[config.mk]
export PLATFORM = sky130hd
export DESIGN_NAME = dual_issue_scheduler
export DESIGN_NICKNAME = d
export VERILOG_FILES = /design/src/rtl/sched_pkg.sv /design/src/rtl/sched_queue.sv /design/src/rtl/dual_issue_scheduler.sv
export SDC_FILE = /design/constraint.sdc
export NUM_CORES = 1
export LEC_CHECK = 0
export BUFFER_PORTS_ARGS = -buffer_cell sky130_fd_sc_hd__buf_2
export CAP_MARGIN = 15
export CORE_UTILIZATION = 58
export DETAILED_ROUTE_END_ITERATION = 6
export GPL_TIMING_DRIVEN = 0
export MAX_ROUTING_LAYER = met4
export PLACE_DENSITY = 0.85
export SLEW_MARGIN = 15
export SYNTH_ARGS = -nofsm -noshare
export SYNTH_HDL_FRONTEND = slang
export SYNTH_HIERARCHICAL = 1
export SYNTH_SLANG_ARGS = --single-unit
[constraint.sdc]
create_clock -name clk -period 4.8 [get_ports clk]
set_input_delay 0.96 -clock clk [delete_from_list [all_inputs] [get_ports clk]]
set_output_delay 0.96 -clock clk [all_outputs]
set_load 0.02 [all_outputs]
[src/rtl/sched_pkg.sv]
// Shared opcode constants, instruction field positions and class-decode helpers
// used by the dual-issue scheduler and the control unit.
package sched_pkg;

   localparam int INSTR_BITS = 16;
   localparam int FIELD_W    = 4;
   localparam int OPC_LSB    = 12;
   localparam int RD_LSB     = 8;
   localparam int RS1_LSB    = 4;
   localparam int RS2_LSB    = 0;

   typedef logic [FIELD_W-1:0] opcode_t;

   localparam opcode_t OP_NOP = 4'b0000;
   localparam opcode_t OP_ADD = 4'b0001;
   localparam opcode_t OP_SUB = 4'b0010;
   localparam opcode_t OP_MUL = 4'b0011;
   localparam opcode_t OP_LD  = 4'b0100;
   localparam opcode_t OP_ST  = 4'b0101;
   localparam opcode_t OP_CMP = 4'b0110;
   localparam opcode_t OP_MOV = 4'b0111;
   localparam opcode_t OP_OR  = 4'b1000;
   localparam opcode_t OP_AND = 4'b1001;
   localparam opcode_t OP_NOT = 4'b1010;
   localparam opcode_t OP_LSL = 4'b1011;
   localparam opcode_t OP_UBR = 4'b1100;
   localparam opcode_t OP_LSR = 4'b1101;
   localparam opcode_t OP_BEQ = 4'b1110;
   localparam opcode_t OP_BGT = 4'b1111;

   function automatic opcode_t opc(input logic [INSTR_BITS-1:0] instr);
      return instr[OPC_LSB +: FIELD_W];
   endfunction

   function automatic logic [FIELD_W-1:0] rd_of(input logic [INSTR_BITS-1:0] instr);
      return instr[RD_LSB +: FIELD_W];
   endfunction

   function automatic logic writes_rd(input logic [INSTR_BITS-1:0] instr);
      return opc(instr) inside {OP_ADD, OP_SUB, OP_MUL, OP_LD, OP_MOV,
                                OP_OR, OP_AND, OP_NOT, OP_LSL, OP_LSR};
   endfunction

   // True when instr reads register r; ST also reads its rd field as store data.
   function automatic logic reads_reg(input logic [INSTR_BITS-1:0] instr,
                                      input logic [FIELD_W-1:0] r);
      opcode_t op;
      op = opc(instr);
      if (op inside {OP_NOP, OP_UBR, OP_BEQ, OP_BGT}) return 1'b0;
      return (instr[RS1_LSB +: FIELD_W] == r) || (instr[RS2_LSB +: FIELD_W] == r) ||
             ((op == OP_ST) && (rd_of(instr) == r));
   endfunction

   function automatic logic is_mem(input logic [INSTR_BITS-1:0] instr);
      return opc(instr) inside {OP_LD, OP_ST};
   endfunction

   function automatic logic is_branch(input logic [INSTR_BITS-1:0] instr);
      return opc(instr) inside {OP_UBR, OP_BEQ, OP_BGT};
   endfunction

   function automatic logic sets_flags(input logic [INSTR_BITS-1:0] instr);
      return opc(instr) == OP_CMP;
   endfunction

   function automatic logic uses_flags(input logic [INSTR_BITS-1:0] instr);
      return opc(instr) inside {OP_BEQ, OP_BGT};
   endfunction

endpackage

[src/rtl/sched_queue.sv]
// Circular instruction buffer: up to two pushes and up to two pops per cycle,
// exposing the two oldest entries combinationally.
module sched_queue
   import sched_pkg::*;
#(
   parameter int QDEPTH  = 4,
   parameter int INSTR_W = 16,
   localparam int PTR_W  = $clog2(QDEPTH),
   localparam int CNT_W  = $clog2(QDEPTH) + 1
) (
   input  logic               clk,
   input  logic               reset,
   input  logic               flush,
   input  logic [1:0]         push_cnt,
   input  logic [INSTR_W-1:0] push_data0,
   input  logic [INSTR_W-1:0] push_data1,
   input  logic [1:0]         pop_cnt,
   output logic [INSTR_W-1:0] head0,
   output logic [INSTR_W-1:0] head1,
   output logic [CNT_W-1:0]   count
);

   logic [INSTR_W-1:0] mem [QDEPTH];
   logic [PTR_W-1:0]   head_ptr;
   logic [PTR_W-1:0]   tail_ptr;

   assign head0 = mem[head_ptr];
   assign head1 = mem[head_ptr + PTR_W'(1)];

   always_ff @(posedge clk) begin
      if (reset || flush) begin
         head_ptr <= '0;
         tail_ptr <= '0;
         count    <= '0;
      end else begin
         head_ptr <= head_ptr + PTR_W'(pop_cnt);
         tail_ptr <= tail_ptr + PTR_W'(push_cnt);
         count    <= count + CNT_W'(push_cnt) - CNT_W'(pop_cnt);
      end
   end

   // Storage is not reset; occupancy alone decides which entries are meaningful.
   always_ff @(posedge clk) begin
      if (push_cnt != 2'd0) mem[tail_ptr] <= push_data0;
      if (push_cnt == 2'd2) mem[tail_ptr + PTR_W'(1)] <= push_data1;
   end

endmodule

[src/rtl/dual_issue_scheduler.sv]
// In-order dual-issue scheduler: queues fetched instructions and issues up to
// two per cycle after structural, dependency and branch checks.
module dual_issue_scheduler
   import sched_pkg::*;
#(
   parameter int QDEPTH  = 4,
   parameter int MUL_LAT = 3,
   parameter int INSTR_W = 16
) (
   input  logic               clk,
   input  logic               reset,
   input  logic               stall,
   input  logic               flush,
   input  logic [1:0]         in_valid,
   input  logic [INSTR_W-1:0] in_instr0,
   input  logic [INSTR_W-1:0] in_instr1,
   output logic               in_ready,
   output logic [1:0]         iss_valid,
   output logic [INSTR_W-1:0] iss_instr0,
   output logic [INSTR_W-1:0] iss_instr1,
   output logic               mul_busy,
   output logic [2:0]         q_count
);

   logic [INSTR_W-1:0] h0;
   logic [INSTR_W-1:0] h1;
   logic [1:0]         push_cnt;
   logic [1:0]         pop_cnt;
   logic [2:0]         mul_cnt;
   logic               h0_mul;
   logic               h1_mul;
   logic               pair_ok;
   logic               issue0;
   logic               issue1;

   sched_queue #(.QDEPTH(QDEPTH), .INSTR_W(INSTR_W)) u_queue (
      .clk        (clk),
      .reset      (reset),
      .flush      (flush),
      .push_cnt   (push_cnt),
      .push_data0 (in_instr0),
      .push_data1 (in_instr1),
      .pop_cnt    (pop_cnt),
      .head0      (h0),
      .head1      (h1),
      .count      (q_count)
   );

   // Readiness comes from registered occupancy only, never from this cycle's pop.
   assign in_ready = (q_count <= 3'(QDEPTH - 2));
   assign mul_busy = (mul_cnt != 3'd0);

   always_comb begin
      push_cnt = 2'd0;
      if (in_ready && in_valid[0] && !flush) push_cnt = in_valid[1] ? 2'd2 : 2'd1;
   end

   assign h0_mul = (opc(h0) == OP_MUL);
   assign h1_mul = (opc(h1) == OP_MUL);

   assign issue0 = !stall && !flush && (q_count != 3'd0) && !(h0_mul && mul_busy);

   // Lane 1 also respects a busy multiplier so a younger MUL cannot slip in early.
   assign pair_ok = !is_branch(h0) && !is_branch(h1) &&
                    !(h0_mul && h1_mul) &&
                    !(h1_mul && mul_busy) &&
                    !(is_mem(h0) && is_mem(h1)) &&
                    !(writes_rd(h0) && reads_reg(h1, rd_of(h0))) &&
                    !(writes_rd(h0) && writes_rd(h1) && (rd_of(h0) == rd_of(h1))) &&
                    !(sets_flags(h0) && uses_flags(h1));

   assign issue1  = issue0 && (q_count >= 3'd2) && pair_ok;
   assign pop_cnt = issue0 ? (issue1 ? 2'd2 : 2'd1) : 2'd0;

   // The multiplier keeps counting through stall and flush; only reset clears it.
   always_ff @(posedge clk) begin
      if (reset) begin
         mul_cnt <= 3'd0;
      end else if ((issue0 && h0_mul) || (issue1 && h1_mul)) begin
         mul_cnt <= 3'(MUL_LAT);
      end else if (mul_cnt != 3'd0) begin
         mul_cnt <= mul_cnt - 3'd1;
      end
   end

   always_ff @(posedge clk) begin
      if (reset) begin
         iss_valid  <= 2'b00;
         iss_instr0 <= '0;
         iss_instr1 <= '0;
      end else begin
         iss_valid  <= {issue1, issue0};
         iss_instr0 <= issue0 ? h0 : '0;
         iss_instr1 <= issue1 ? h1 : '0;
      end
   end

endmodule

==> impl_metrics.toml, run 1 <==
[setup_path]
cp_cell_sequence = "buf_2 -> clkbuf_4 -> clkbuf_4 -> mux4_2 -> xor2_1 -> nor4_2 -> a311oi_1 -> nor4_4 -> or2_1 -> inv_2 -> inv_1 -> fa_1 -> fa_1 -> xor3_1 -> nor3_1"
critPathKind = "reg -> reg"
worstRegToRegCells = 15
cp_data_arrival_time_ps = 4910
cp-start-kind = "register"
r2r_slack_ps = 190
cp_slowest_cell = "fa_1"
cp.required_ps = 5100
cp-end-kind = "register"
r2r-start = "u_queue/head_ptr[0]$_SDFF_PP0_"
cpPeakStageDelay_ps = 460
path_max_fanout = 10
rr_endpoint = "u_queue/count[2]$_SDFF_PP0_"

[timing]
setup_viol_count_final = 0
period_share_pct = 96.0
finalCriticalPeriod_ps = 4610
drv_slew = 0
slew_headroom_pct = 34.7
fmax_ghz = 0.217
tightest_slew_ps = 965
whs_ps = 529
clock_skew_ps = 17.5
hold_viol = 0

[floorplanning]
core_sq_um = 9200
ioPinCount = 77
die_h_um = 99.0
rows = 35
die-area_sq_um = 9800
fp.dieW_um = 99.0
initial_core_util_pct = 59.3

[synth]
synth-main-ff-cell = "edfxtp_1"
synth_edf_count = 64
syn_nets = 408
ys_types = 55
async_reset_ff_share_pct = 0
netlist_instances = 362
netlist.top_cell.by_area = "edfxtp_1"
syn_area_per_cell_sq_um = 15.1
ys_warn_count = 6
synth_area_sq_um = 5460
synth_top_area_share_pct = 35.2
yosys_register_bits = 108
seq_area_frac_synth_pct = 51.4
synth_area_leaders = "edfxtp_1 35%, dfxtp_1 16%, mux4_2 13%, mux2_2 13%, and2_1 4.0%"

[layout]
nets = 500
final_common_cell = "buf_2"
drive_gt1_share_pct = 49.2
final_core_util_pct = 68.2
final_cell_mix = "82 x buf_2, 64 x edfxtp_1, 63 x mux2_2, 44 x dfxtp_1, 35 x and2_1"
fillers = 626
syn_to_final_growth_pct = 14.9
num_antenna_cells = 0
fin_area_sq_um = 6270

[clock_network]
worstSkewPairLatency_ps = 380
tritoncts = "done"
clockBufferDepth = 2
htreeDepth = 3
cts_made_buffers = 9
clock_sinks = 108
clk_pin_slew_ps = 110
cts_hold_buf = 0
clock-root-buffer = "clkbuf_8"

[power_and_ir_drop]
pwr-share-clk_pct = 29.0
p_sw_uw = 491
pwr-share-comb_pct = 15.0
irDropWorstVdd_uv = 144
p_sw_share_pct = 26.7
p_seq_share_pct = 56.1
power.total_uw = 1840
powerDensity_nw_per_um2 = 293
leakagePower_uw = 0.00240
cell_internal_pwr_uw = 1350

[routing]
routedWlPerCell_um = 19.9
wl_um = 11300
vias_per_cell = 5.95
drtIter0Drc = 200
drc_errors = 2
drt_pre_antenna_iters = 6
vias = 3389
ant_nets = 0

[grt]
grt_max_degree = 21
grt_usage_pct = 25.0
antenna_found_initial = 0
grt_overflow = 0
grt_pass1_wl_um = 17700
grt_pass1_vias = 3460

[placed_design]
place_congestion = 0.763
hpwl_um = 8170
placed_cell_area_sq_um = 6060
portBuffers = 76

[hold_path]
worst_hold_path_type = "reg -> reg"
hold_depth = 2
hp-start = "mul_cnt[2]$_SDFFE_PP0P_"
worst_hold_path.endpoint = "mul_cnt[2]$_SDFFE_PP0P_"

[flow_run]
max_cap_viol_count = 0

[run_status]
run_status = "finished, violations left"
violations = "design-rule violations"
[logic make-up (layout without fill, tap and decap cells)]
group	count (synthesis)	in the layout	share of synthesized area (%)
AOI/OAI and AO/OA	17	17	2.27
xor gates and xnor gates	16	16	3.35
adders and majority gates	9	9	2.32
buffers and inverters	29	126	3.39
DFF	108	108	51.4
muxes	98	98	26.8
and+or+nand+nor	85	85	10.5
[area by class of cell]
type                    count  area (sq um)  area share (%)
repair buffers             81           440            7.03
multi-input cells         225          2500            40.0
well taps                 111           139            2.22
clock inverters             7          62.6           0.998
inverters                   7          26.3           0.419
flip-flops and latches    108          2800            44.7
clock buffers               9           124            1.98
plain buffers              22           169            2.69
[synthesized netlist by cell type (all sizes together), types with 2 or more instances]
library cell / number
a21oi: 3
and2: 36
and3: 2
and4bb: 3
buf: 19
clkbuf: 3
dfxtp: 44
edfxtp: 64
fa: 2
ha: 6
inv: 7
mux2: 64
mux2i: 2
mux4: 32
nand2: 3
nand2b: 3
nor2: 12
nor2b: 4
nor3: 4
nor4: 6
nor4bb: 2
o21ai: 2
o31ai: 2
or2: 2
or3: 3
xnor3: 2
xor2: 12
[worst max-delay path: cells and delay by family (launching register included)]
family                   cells  cell delay (ps)
AND/OR/NAND/NOR              4             1110
buffers and inverters        5              940
adder cells (fa/ha/maj)      2              900
XOR/XNOR                     2              570
multiplexers                 1              410
flip-flops                   1              380
AO/OA/AOI/OAI                1              230
[stage by stage]
step | setup TNS (ps) | worst slack [ps] | std cells
2_1_floorplan | 0 | 722 | 362
3_3_place_gp | -6820 | -427 | 549
3_5_place_dp | -25.4 | -25.4 | 553
4_1_cts | 0 | 57.6 | 569
5_1_grt | -46.0 | -46.0 | 570
6_report | 0 | 194 | 570
[power by group through the flow]
stage,Sequential [uW],Clock [uW],Combinational [uW]
after floorplan,1050,0,185
after global placement,1050,0,256
after detailed placement,1050,0,272
after CTS,1030,537,275
after global routing,1040,572,304
final,1030,533,275
[metal layers]
metal,up-vias,part of all wire [%],track usage (%)
met3,14,9.0,3.83
met5,-,0,-
li1,1567,-,-
met2,175,50,40.3
met1,1633,39,31.4
met4,0,1.4,11.8
[sequential cells by signal (all words and copies together) (netlist names)]
name,cells
iss_instr1,16
u_queue/count,3
iss_valid,2
mul_cnt,3
u_queue/head_ptr,2
iss_instr0,16
u_queue/mem,64
u_queue/tail_ptr,2
[worst max path at each step]
stage | startpoint | end | slack (ps) | cells after the start
after detailed placement | u_queue/head_ptr[0]$_SDFF_PP0_ | u_queue/count[2]$_SDFF_PP0_ | -30 | 15
after CTS | u_queue/head_ptr[0]$_SDFF_PP0_ | u_queue/count[2]$_SDFF_PP0_ | 60 | 15
after global placement | flush | u_queue/mem[0][6]$_DFFE_PP_ | -430 | 4
after floorplan | u_queue/head_ptr[0]$_SDFF_PP0_ | u_queue/count[2]$_SDFF_PP0_ | 720 | 15
after global routing | u_queue/head_ptr[0]$_SDFF_PP0_ | u_queue/count[2]$_SDFF_PP0_ | -50 | 15
final | u_queue/head_ptr[0]$_SDFF_PP0_ | u_queue/count[2]$_SDFF_PP0_ | 190 | 15
[repair_timing]
item / 4_1_cts / 5_1_grt
endpoints found under the setup margin: 1 / 1
gates resized for setup: 1 / 4
hold endpoints to repair: 0 / 0
buffers inserted: 0 / 1
pin swaps: 0 / 1
(Power assumes the default switching activity.)
==> run 2: changes to the inputs <==
Settings changed: SETUP_SLACK_MARGIN set to 0.5.
==> impl_metrics.toml, run 2 (synthesis results as in run 1) <==
[run_status]
run_status = "finished, violations left"
violations = "design-rule violations"

[clock_network]
tritoncts = "done"
clk_pin_slew_ps = 110
cts_made_buffers = 9
worstSkewPairLatency_ps = 380
htreeDepth = 3
clock_sinks = 108
clockBufferDepth = 2
clock-root-buffer = "clkbuf_8"

[setup_path]
cp_slowest_cell = "mux4_2"
critPathKind = "reg -> reg"
path_max_fanout = 10
cp-end-kind = "register"
cp-start-kind = "register"
cp_cell_sequence = "buf_4 -> buf_8 -> mux4_2 -> xor2_1 -> nor4_2 -> buf_4 -> a311oi_2 -> nor4_4 -> or2_1 -> inv_2 -> inv_1 -> fa_1 -> fa_1 -> xor3_1 -> nor3_1"
cp.required_ps = 5100
cpPeakStageDelay_ps = 620
cp_data_arrival_time_ps = 4590

[floorplanning]
initial_core_util_pct = 59.3
die_h_um = 99.0
ioPinCount = 77
rows = 35
die-area_sq_um = 9800
core_sq_um = 9200
fp.dieW_um = 99.0

[timing]
hold_viol = 0
period_share_pct = 89.4
finalCriticalPeriod_ps = 4290
setup_viol_count_final = 0
rsz0062_at_grt = "no"
drv_slew = 0
tns_ps = 0
fmax_ghz = 0.233
clock_skew_ps = 16.7
tightest_slew_ps = 954
slew_headroom_pct = 35.5

[placed_design]
place_inst = 553
hpwl_um = 8170
portBuffers = 76
placed_cell_area_sq_um = 6060
place_congestion = 0.763

[layout]
final_cell_mix = "79 x buf_2, 64 x edfxtp_1, 63 x mux2_2, 43 x dfxtp_1, 35 x and2_1"
stdcell_count = 575
regMostFlops = "u_queue/mem"
final_common_cell = "buf_2"
reg.largest.list = "u_queue/mem x64, iss_instr0 x16, iss_instr1 x16"
nets = 505
fin_area_sq_um = 6380
num_antenna_cells = 0
drive_gt1_share_pct = 50.6
syn_to_final_growth_pct = 16.9
largest_reg_flops = 64

[grt]
grt_pass1_vias = 3515
grt_max_degree = 21
antenna_found_initial = 0
grt_overflow = 0
grt_usage_pct = 25.5
grt_pass1_wl_um = 18100

[power_and_ir_drop]
leakagePower_uw = 0.00244
irDropWorstVdd_uv = 146
powerDensity_nw_per_um2 = 291

[routing]
drtIter0Drc = 242
vias = 3580
drc_errors = 2
wl_um = 11900
vias_per_cell = 6.23
routedWlPerCell_um = 20.8
ant_nets = 0
drt_pre_antenna_iters = 7

[hold_path]
worst_hold_path_type = "reg -> reg"

[flow_run]
max_cap_viol_count = 0
run 2: cell count changes in the layout (fill, tap and decap cells not counted), moves of 2 or more:
cell / change
buf_4: +5
buf_2: -3
buf_6: +3
clkbuf_4: -3
buf_8: +2
run 2: final timing paths:
| path | to | start | cells after the start | slack [ps] |
|---|---|---|---|---|
| setup / recovery | u_queue/count[2]$_SDFF_PP0_ | u_queue/head_ptr[1]$_SDFF_PP0_ | 15 | 510 |
| hold / removal | mul_cnt[2]$_SDFFE_PP0P_ | mul_cnt[2]$_SDFFE_PP0P_ | 2 | 530 |
| hold reg to reg | mul_cnt[2]$_SDFFE_PP0P_ | mul_cnt[2]$_SDFFE_PP0P_ | 2 | 530 |
| setup reg to reg | u_queue/count[2]$_SDFF_PP0_ | u_queue/head_ptr[1]$_SDFF_PP0_ | 15 | 510 |
run 2: power by group:
| group | internal [uW] | total (uW) | switching (uW) |
|---|---|---|---|
| Combinational | 136 | 288 | 152 |
| Sequential | 1020 | 1030 | 16.2 |
| Clock | 202 | 535 | 333 |
run 2: stage by stage:
| step | util [%] | setup WS (ps) | hold slack (ps) | total power (uW) |
|---|---|---|---|---|
| 4_1_cts | 68.4 | 518 | 532 | 1850 |
| 6_report | 69.4 | 510 | 527 | 1850 |
| 3_5_place_dp | 65.9 | -25.4 | 506 | 1320 |
| 2_1_floorplan | - | 722 | 475 | 1240 |
| 3_3_place_gp | 65.0 | -427 | 488 | 1310 |
| 5_1_grt | 69.4 | 353 | 577 | 1920 |
run 2: worst max-delay path: cells and delay by family, from the launching register on:
kind                       cells  cell delay [ps]
AOI/OAI and AO/OA              1              370
xor gates and xnor gates       2              680
adders and majority gates      2              930
buffers and inverters          5              720
DFF                            1              330
muxes                          1              620
and+or+nand+nor                4              550
run 2: final cells by class:
class | instances | area, sq um
clock buffers | 9 | 124
well taps | 111 | 139
clock inverters | 7 | 62.6
repair buffers | 86 | 478
inverters | 7 | 26.3
multi-input cells | 225 | 2530
flip-flops and latches | 108 | 2800
fillers | 603 | 2820
plain buffers | 22 | 215
run 2: repair_timing:
| item | 4_1_cts | 5_1_grt |
|---|---|---|
| gates resized for setup | 8 | 17 |
| hold endpoints to repair | 0 | 0 |
| setup buffers | 2 | 4 |
| setup endpoints to repair | 2 | 2 |
| pin swaps | 1 | 1 |
| hold buffers | 0 | 0 |
run 2: layer usage:
| metal | track usage, % | vias to the layer above | part of all wire [%] |
|---|---|---|---|
| met5 | - | - | 0 |
| met4 | 11.8 | 0 | 3.4 |
| met3 | 4.18 | 44 | 7.5 |
| met2 | 40.9 | 207 | 51 |
| met1 | 32.0 | 1749 | 38 |
| li1 | - | 1580 | - |
